<file path="src/rtl/db15_joy_scanner.sv">
// Scans a DB15 dual-joystick shift-register chain: load, shift out 32 bits, then
// publish the frame only when two consecutive scans agree.
module db15_joy_scanner #(
  parameter int DIV = 32,
  parameter int GAP = 256
) (
  input  logic        clk,
  input  logic        reset_n,
  input  logic        JOY_DATA,
  output logic        JOY_CLK,
  output logic        JOY_LOAD,
  output logic [15:0] joystick1,
  output logic [15:0] joystick2,
  output logic        frame_strobe,
  output logic        present
);

  localparam logic [2:0] S_IDLE     = 3'd0;
  localparam logic [2:0] S_LOAD     = 3'd1;
  localparam logic [2:0] S_LATCH    = 3'd2;
  localparam logic [2:0] S_SHIFT_LO = 3'd3;
  localparam logic [2:0] S_SHIFT_HI = 3'd4;
  localparam logic [2:0] S_CHECK    = 3'd5;
  localparam logic [2:0] S_GAP      = 3'd6;

  localparam logic [9:0]  DIV_LAST = 10'(DIV - 1);
  localparam logic [11:0] GAP_LAST = 12'(GAP - 1);

  logic        data_meta_q, data_meta_d;
  logic        data_sync_q, data_sync_d;
  logic [9:0]  div_cnt_q, div_cnt_d;
  logic [2:0]  state_q, state_d;
  logic [4:0]  bit_cnt_q, bit_cnt_d;
  logic [11:0] gap_cnt_q, gap_cnt_d;
  logic [31:0] shift_q, shift_d;
  logic [31:0] prev_q, prev_d;
  logic        primed_q, primed_d;
  logic        joy_clk_q, joy_clk_d;
  logic        joy_load_q, joy_load_d;
  logic [15:0] joy1_q, joy1_d;
  logic [15:0] joy2_q, joy2_d;
  logic        strobe_q, strobe_d;
  logic        present_q, present_d;
  logic        tick;
  logic        frame_match;

  assign tick = (div_cnt_q == DIV_LAST);
  // primed_q blocks acceptance until one full frame has been captured as reference
  assign frame_match = primed_q && (shift_q == prev_q);

  always_comb begin
    data_meta_d = JOY_DATA;
    data_sync_d = data_meta_q;
    div_cnt_d   = tick ? 10'd0 : div_cnt_q + 10'd1;
    state_d     = state_q;
    bit_cnt_d   = bit_cnt_q;
    gap_cnt_d   = gap_cnt_q;
    shift_d     = shift_q;
    prev_d      = prev_q;
    primed_d    = primed_q;
    joy1_d      = joy1_q;
    joy2_d      = joy2_q;
    strobe_d    = 1'b0;
    present_d   = present_q;

    if (tick) begin
      case (state_q)
        S_IDLE:  state_d = S_LOAD;
        S_LOAD:  state_d = S_LATCH;
        S_LATCH: begin
          bit_cnt_d = 5'd0;
          state_d   = S_SHIFT_LO;
        end
        S_SHIFT_LO: begin
          shift_d[bit_cnt_q] = ~data_sync_q;
          state_d            = S_SHIFT_HI;
        end
        S_SHIFT_HI: begin
          if (bit_cnt_q == 5'd31) begin
            state_d = S_CHECK;
          end else begin
            bit_cnt_d = bit_cnt_q + 5'd1;
            state_d   = S_SHIFT_LO;
          end
        end
        S_CHECK: begin
          if (frame_match) begin
            strobe_d = 1'b1;
            if (&shift_q) begin
              present_d = 1'b0;
              joy1_d    = 16'h0000;
              joy2_d    = 16'h0000;
            end else begin
              present_d = 1'b1;
              joy1_d    = shift_q[15:0];
              joy2_d    = shift_q[31:16];
            end
          end
          prev_d    = shift_q;
          primed_d  = 1'b1;
          gap_cnt_d = 12'd0;
          state_d   = S_GAP;
        end
        S_GAP: begin
          if (gap_cnt_q == GAP_LAST) state_d = S_LOAD;
          else gap_cnt_d = gap_cnt_q + 12'd1;
        end
        default: state_d = S_IDLE;
      endcase
    end

    // Pins are decoded from the next state so they register in step with state_q
    joy_clk_d  = (state_d == S_SHIFT_HI);
    joy_load_d = (state_d != S_LOAD);
  end

  always_ff @(posedge clk or negedge reset_n) begin
    if (!reset_n) begin
      data_meta_q <= 1'b1;
      data_sync_q <= 1'b1;
      div_cnt_q   <= 10'd0;
      state_q     <= S_IDLE;
      bit_cnt_q   <= 5'd0;
      gap_cnt_q   <= 12'd0;
      shift_q     <= '1;
      prev_q      <= '1;
      primed_q    <= 1'b0;
      joy_clk_q   <= 1'b0;
      joy_load_q  <= 1'b1;
      joy1_q      <= 16'h0000;
      joy2_q      <= 16'h0000;
      strobe_q    <= 1'b0;
      present_q   <= 1'b0;
    end else begin
      data_meta_q <= data_meta_d;
      data_sync_q <= data_sync_d;
      div_cnt_q   <= div_cnt_d;
      state_q     <= state_d;
      bit_cnt_q   <= bit_cnt_d;
      gap_cnt_q   <= gap_cnt_d;
      shift_q     <= shift_d;
      prev_q      <= prev_d;
      primed_q    <= primed_d;
      joy_clk_q   <= joy_clk_d;
      joy_load_q  <= joy_load_d;
      joy1_q      <= joy1_d;
      joy2_q      <= joy2_d;
      strobe_q    <= strobe_d;
      present_q   <= present_d;
    end
  end

  assign JOY_CLK      = joy_clk_q;
  assign JOY_LOAD     = joy_load_q;
  assign joystick1    = joy1_q;
  assign joystick2    = joy2_q;
  assign frame_strobe = strobe_q;
  assign present      = present_q;

endmodule
</file>
<file path="config.mk">
export PLATFORM = sky130hd
export DESIGN_NAME = db15_joy_scanner
export DESIGN_NICKNAME = d
export VERILOG_FILES = /design/src/rtl/db15_joy_scanner.sv
export SDC_FILE = /design/constraint.sdc
export NUM_CORES = 1
export LEC_CHECK = 0
export CAP_MARGIN = 20
export CORE_MARGIN = 2
export CORE_UTILIZATION = 58
export DETAILED_ROUTE_END_ITERATION = 10
export GPL_TIMING_DRIVEN = 0
export PLACE_DENSITY = 0.75
export SKIP_CTS_REPAIR_TIMING = 1
export SYNTH_ARGS = -nofsm -noshare
export SYNTH_HDL_FRONTEND = slang
export SYNTH_SLANG_ARGS = --single-unit
</file>
<file path="constraint.sdc">
create_clock -name clk -period 4.7 [get_ports clk]
set_input_delay 0.94 -clock clk [delete_from_list [all_inputs] [get_ports clk]]
set_output_delay 0.94 -clock clk [all_outputs]
set_load 0.1 [all_outputs]
</file>
==> results of run 1 <==
[final timing paths]
kind	start	end	slack [ns]	cells past startpoint
min in group clk	data_meta_q	data_sync_q	0.37	0
min	reset_n	joystick2[10]	0.36	1
max in group asynchronous	reset_n	prev_q[1]	3.54	2
max reg2reg	div_cnt_q[6]	shift_q[26]	1.59	7
min reg2reg	data_meta_q	data_sync_q	0.37	0
max	JOY_LOAD	JOY_LOAD	1.59	1
[sequential cells by signal, indices dropped and copies added (netlist names), 3 cells and up]
name       flops
state_q        3
shift_q       32
gap_cnt_q     12
joystick2     16
bit_cnt_q      5
div_cnt_q     10
prev_q        32
joystick1     16
[power by group]
part / internal [W] / total (W) / switching (W) / leakage (nW)
logic: 0.00000480 / 0.0000303 / 0.0000255 / 1.57
clock network: 0.000903 / 0.00140 / 0.000494 / 0.303
registers: 0.00115 / 0.00115 / 0.000000820 / 1.60
[synthesized netlist by cell type, drive strengths merged]
cell     number
nor3b         2
inv          42
o2111ai       2
o41ai         1
o21a          1
nand3b        2
a21oi        39
and2          7
buf          14
nand4b        1
dfrtp        66
o21ai        13
o22a          1
ha            7
nand2b        3
a21o          1
xor2         38
nand2        52
clkbuf       18
nor3          4
or3           7
or4b          1
xnor2         6
and3          3
nor4         14
o31ai         9
or4           6
and4          2
and3b         2
nor2         17
o211ai        1
nand3        10
mux2         37
or2           1
nor2b         2
nand4        21
a31oi        24
dfstp        67
mux2i        32
o211a         1
or4bb         1
[kinds of logic (layout without fill, tap and decap cells)]
group	after synthesis	count (layout)	share of synthesized area, %
flip-flops	133	133	53.8
XOR/XNOR	44	44	6.08
multiplexers	69	69	11.7
adder cells (fa/ha/maj)	7	7	1.38
buffers and inverters	74	145	4.64
AO/OA/AOI/OAI	93	93	8.61
AND/OR/NAND/NOR	158	158	13.7
[routing by layer]
metal / track usage, % / part of all wire, %
met5: 0 / 0
met4: 11.0 / 2.7
met3: 6.45 / 5.5
met2: 40.4 / 49
met1: 32.0 / 43
[metrics by stage]
stage	utilization, %	setup slack (ns)	instances	cell area [um^2]	hold slack [ns]
finish	70.3	1.59	789	7550	0.358
global route	70.3	1.47	789	7550	0.364
CTS	70.3	1.58	789	7550	0.363
detailed placement	64.4	1.68	757	6920	0.354
global placement	64.1	-2.28	756	6890	0.354
floorplan	-	2.13	578	6340	0.345
[area by class of cell]
type | count | area, um^2
buffer | 32 | 136
clock buffer | 20 | 455
clock inverter | 12 | 175
fill | 796 | 3190
inverter | 42 | 158
multi-input combinational | 371 | 2630
sequential | 133 | 3410
tap | 140 | 175
timing repair buffer | 39 | 409
==> out/metrics.cfg, run 1 <==
[timing]
min_period_ns = 3.11
maxSlewViolCount = 0
final-setup-viol-count = 0
worst_pin_slew_ns = 0.994
max_freq_ghz = 0.322
finalCritPeriodShare_pct = 66.1
rsz0062_at_grt = no
finalSetupTns_ns = 0
finalHoldViolCount = 0
skew_ns = 0.00890
max_slew_margin_pct = 33.5

[critical_path]
path_delay_family = buffers and inverters
crit_fanout = 1
critPathRequiredTime_ns = 3.76
endpoint_kind = primary output
critPathKind = reg -> out
slowest_delay_ns = 1.12
cp_slowest_cell = clkdlybuf4s50_1
cp_num_buf_inv = 1
crit_chain = clkdlybuf4s50_1
cp-start-kind = flip-flop
arrival_ns = 2.17

[drt]
vias = 4537
first_pass_iters = 5
drc = 0
drtIter0Drc = 294
finalWirelength_um = 13600
routedWlPerCell_um = 17.2
ant_nets = 0
routed_via_density = 5.75

[final_layout]
layout-drive-gt1-share_pct = 23.7
n_antenna_cell = 0
final_common_cell = dfstp_2
final_cell_mix = 67 x dfstp_2, 66 x dfrtp_1, 51 x nand2_1
finalNetCount = 646
syn_to_final_growth_pct = 19.2

[synthesis]
synth_top_area_share_pct = 27.8
ys_ff_latch = 133
synth_area_per_cell_um2 = 11.0
synth_warnings = 0
ys_seq_area_share_pct = 53.8
synth.distinct_cells = 48
synthesis.area_um2 = 6340
synthCells = 578
yosys.area.top_type = dfstp_2
synthTopCellsByArea = dfstp_2 28%, dfrtp_1 26%, mux2_2 6.2%
synth_nets = 588

[die]
die_width_um = 109
core_area_um2 = 10700
num_rows = 38
die_area_um2 = 11800
pin_count = 39
die_h_um = 109
initial_core_util_pct = 59.0

[clock_network]
clock_latency_ns = 0.53
clockBufferDepth = 2
path_clk_slew_ns = 0.06
root_buffer = clkbuf_8
clock_sinks = 133
numCtsBuffers = 17
tritoncts = built
cts_max_level = 4

[power_and_ir_drop]
leakage_nw = 3.48
p_per_area_nw_per_um2 = 341
finalPower_w = 0.00258
ir_worst_vdd_v = 0.000175

[place]
gp_congestion = 0.867
hpwlAfterDp_um = 9390
placement.io_buffers = 38

[worst_hold_path]
hold_class = in -> async

[run_status]
status = finished, final reports clean

[grt]
grt_max_degree = 81
grt_usage_pct = 25.1
grt-ovfl-total = 0
grt_pass1_wl_um = 22600
grt_pass1_vias = 4570
antenna_found_initial = 0

[run]
drv_cap = 0

No activity file was read; power rests on OpenSTA's default activity.
==> inputs of run 2 (changes only) <==
==> constraint.sdc (replaced) <==
create_clock -name clk -period 2.9 [get_ports clk]
set_input_delay 0.58 -clock clk [delete_from_list [all_inputs] [get_ports clk]]
set_output_delay 0.58 -clock clk [all_outputs]
set_load 0.1 [all_outputs]
==> run 2 against run 1 <==
Die area is the same. Cell count is 1.0% higher. Via count rose by 1.7%. Largest cell class unchanged. Sequential power up 63%. Clock-buffer cell count stayed put. Register-to-register slack worse by 1.5 ns. Hold slack got worse by 0.35 ns. Setup slack worse by 1.5 ns. Clock power up 61%. Critical path depth up 7. Flip-flop and latch count unchanged. Final area is 1.3% higher.
==> out/metrics.cfg, run 2 (synthesis gave the netlist of run 1 again) <==
[final_layout]
final_util_pct = 71.2
final_area_um2 = 7650
final_common_cell = dfstp_2
largestRegisters = prev_q: 32 flops, shift_q: 32 flops
n_antenna_cell = 0
final_cell_mix = 67 x dfstp_2, 66 x dfrtp_1, 51 x nand2_1
syn_to_final_growth_pct = 20.7
layout-drive-gt1-share_pct = 24.8
finalNetCount = 654

[timing]
maxSlewViolCount = 0
rsz0062_at_grt = no
min_period_ns = 2.82
max_slew_margin_pct = 32.6
skew_ns = 0.00858
max_freq_ghz = 0.355
worst_pin_slew_ns = 1.01
finalSetupTns_ns = 0
final-setup-viol-count = 0
finalCritPeriodShare_pct = 97.1
finalHoldViolCount = 0

[drt]
met2WireLength_um = 6910
drc = 0
dr.max_layer_used = met4
vias = 4614
routed_via_density = 5.79
ant_nets = 0
finalWirelength_um = 13900
wl_met3_um = 765
drtIter0Drc = 341
first_pass_iters = 5
routedWlPerCell_um = 17.4
wl_met1_um = 5830

[grt]
grt_pass1_wl_um = 22600
grt_usage_pct = 25.1
antenna_found_initial = 0
grt-ovfl-total = 0
grt_pass1_vias = 4570
grt_max_degree = 81

[worst_hold_path]
hold_class = in -> async

[die]
initial_core_util_pct = 59.0
die_h_um = 109
num_rows = 38
pin_count = 39
die_area_um2 = 11800
die_width_um = 109
core_area_um2 = 10700

[critical_path]
path_delay_family = simple AND/OR/NAND/NOR gates
cp-start-kind = flip-flop
endpoint_kind = flip-flop
r2r-start = div_cnt_q[6]
slowest_delay_ns = 0.57
worst_r2r_endpoint = joystick1[12]
cp_slowest_cell = or4_4
cp_num_buf_inv = 3
critPathRequiredTime_ns = 3.30
crit_chain = or4_4, nor3_4, buf_4, nand2_4, or4_1, buf_2, buf_6, mux2_4
reg2regPathDepth = 8
arrival_ns = 3.22
r2r_setup_slack_ns = 0.08
crit_fanout = 10
critPathKind = reg -> reg

[clock_network]
clock_latency_ns = 0.52
root_buffer = clkbuf_8
path_clk_slew_ns = 0.06
clockBufferDepth = 2
clock_sinks = 133
cts_max_level = 4
numCtsBuffers = 17
tritoncts = built

[place]
hpwlAfterDp_um = 9390
place_area_um2 = 6920
placement.io_buffers = 38
gp_congestion = 0.867

[run_status]
status = finished, final reports clean

[power_and_ir_drop]
p_per_area_nw_per_um2 = 545
ir_worst_vdd_v = 0.000279
leakage_nw = 3.54

[run]
drv_cap = 0

==> run 2: changes by cell type in the layout (fill, tap and decap cells not counted) <==
| cell | change |
|---|---|
| nand2_2 | -1 |
| nor4_1 | -1 |
| nand2_4 | +1 |
| buf_4 | +8 |
| nor4_2 | -2 |
| nor4_4 | +3 |
==> run 2: how the worst max path moves through the flow <==
stage	slack [ns]	depth (start not counted)	from	endpoint
global placement	-3.72	1	reset_n	joystick1[8]
detailed placement	-0.12	7	div_cnt_q[6]	shift_q[26]
global route	0.0002	8	div_cnt_q[6]	joystick1[12]
floorplan	0.33	7	div_cnt_q[6]	joystick1[12]
finish	0.08	8	div_cnt_q[6]	joystick1[12]
CTS	-0.15	7	div_cnt_q[6]	shift_q[25]
==> run 2: cell type report <==
cell class / instances / area, um^2
sequential: 133 / 3410
fill: 787 / 3100
multi-input combinational: 371 / 2670
timing repair buffer: 47 / 469
clock buffer: 20 / 455
clock inverter: 12 / 175
tap: 140 / 175
inverter: 42 / 158
buffer: 32 / 136
==> run 2: stage by stage <==
| step | cells | power (W) | setup slack [ns] | hold slack (ns) |
|---|---|---|---|---|
| floorplan | 578 | 0.00190 | 0.330 | 0.284 |
| global placement | 756 | 0.00194 | -3.72 | 0.354 |
| detailed placement | 757 | 0.00195 | -0.120 | 0.354 |
| CTS | 789 | 0.00420 | -0.146 | 0.0125 |
| global route | 797 | 0.00429 | 0.000185 | 0.0210 |
| finish | 797 | 0.00417 | 0.0844 | 0.00354 |
==> run 2: per-layer routing <==
layer	global-route usage, %	up-vias
met5	0	-
met4	11.0	0
met3	6.45	26
met2	40.4	142
met1	32.0	2282
li1	-	2164
==> run 2: where the power goes <==
part / internal, W / switching (W) / total [W]
Combinational: 0.00000779 / 0.0000415 / 0.0000493
Sequential: 0.00186 / 0.00000129 / 0.00187
Clock: 0.00146 / 0.000791 / 0.00226
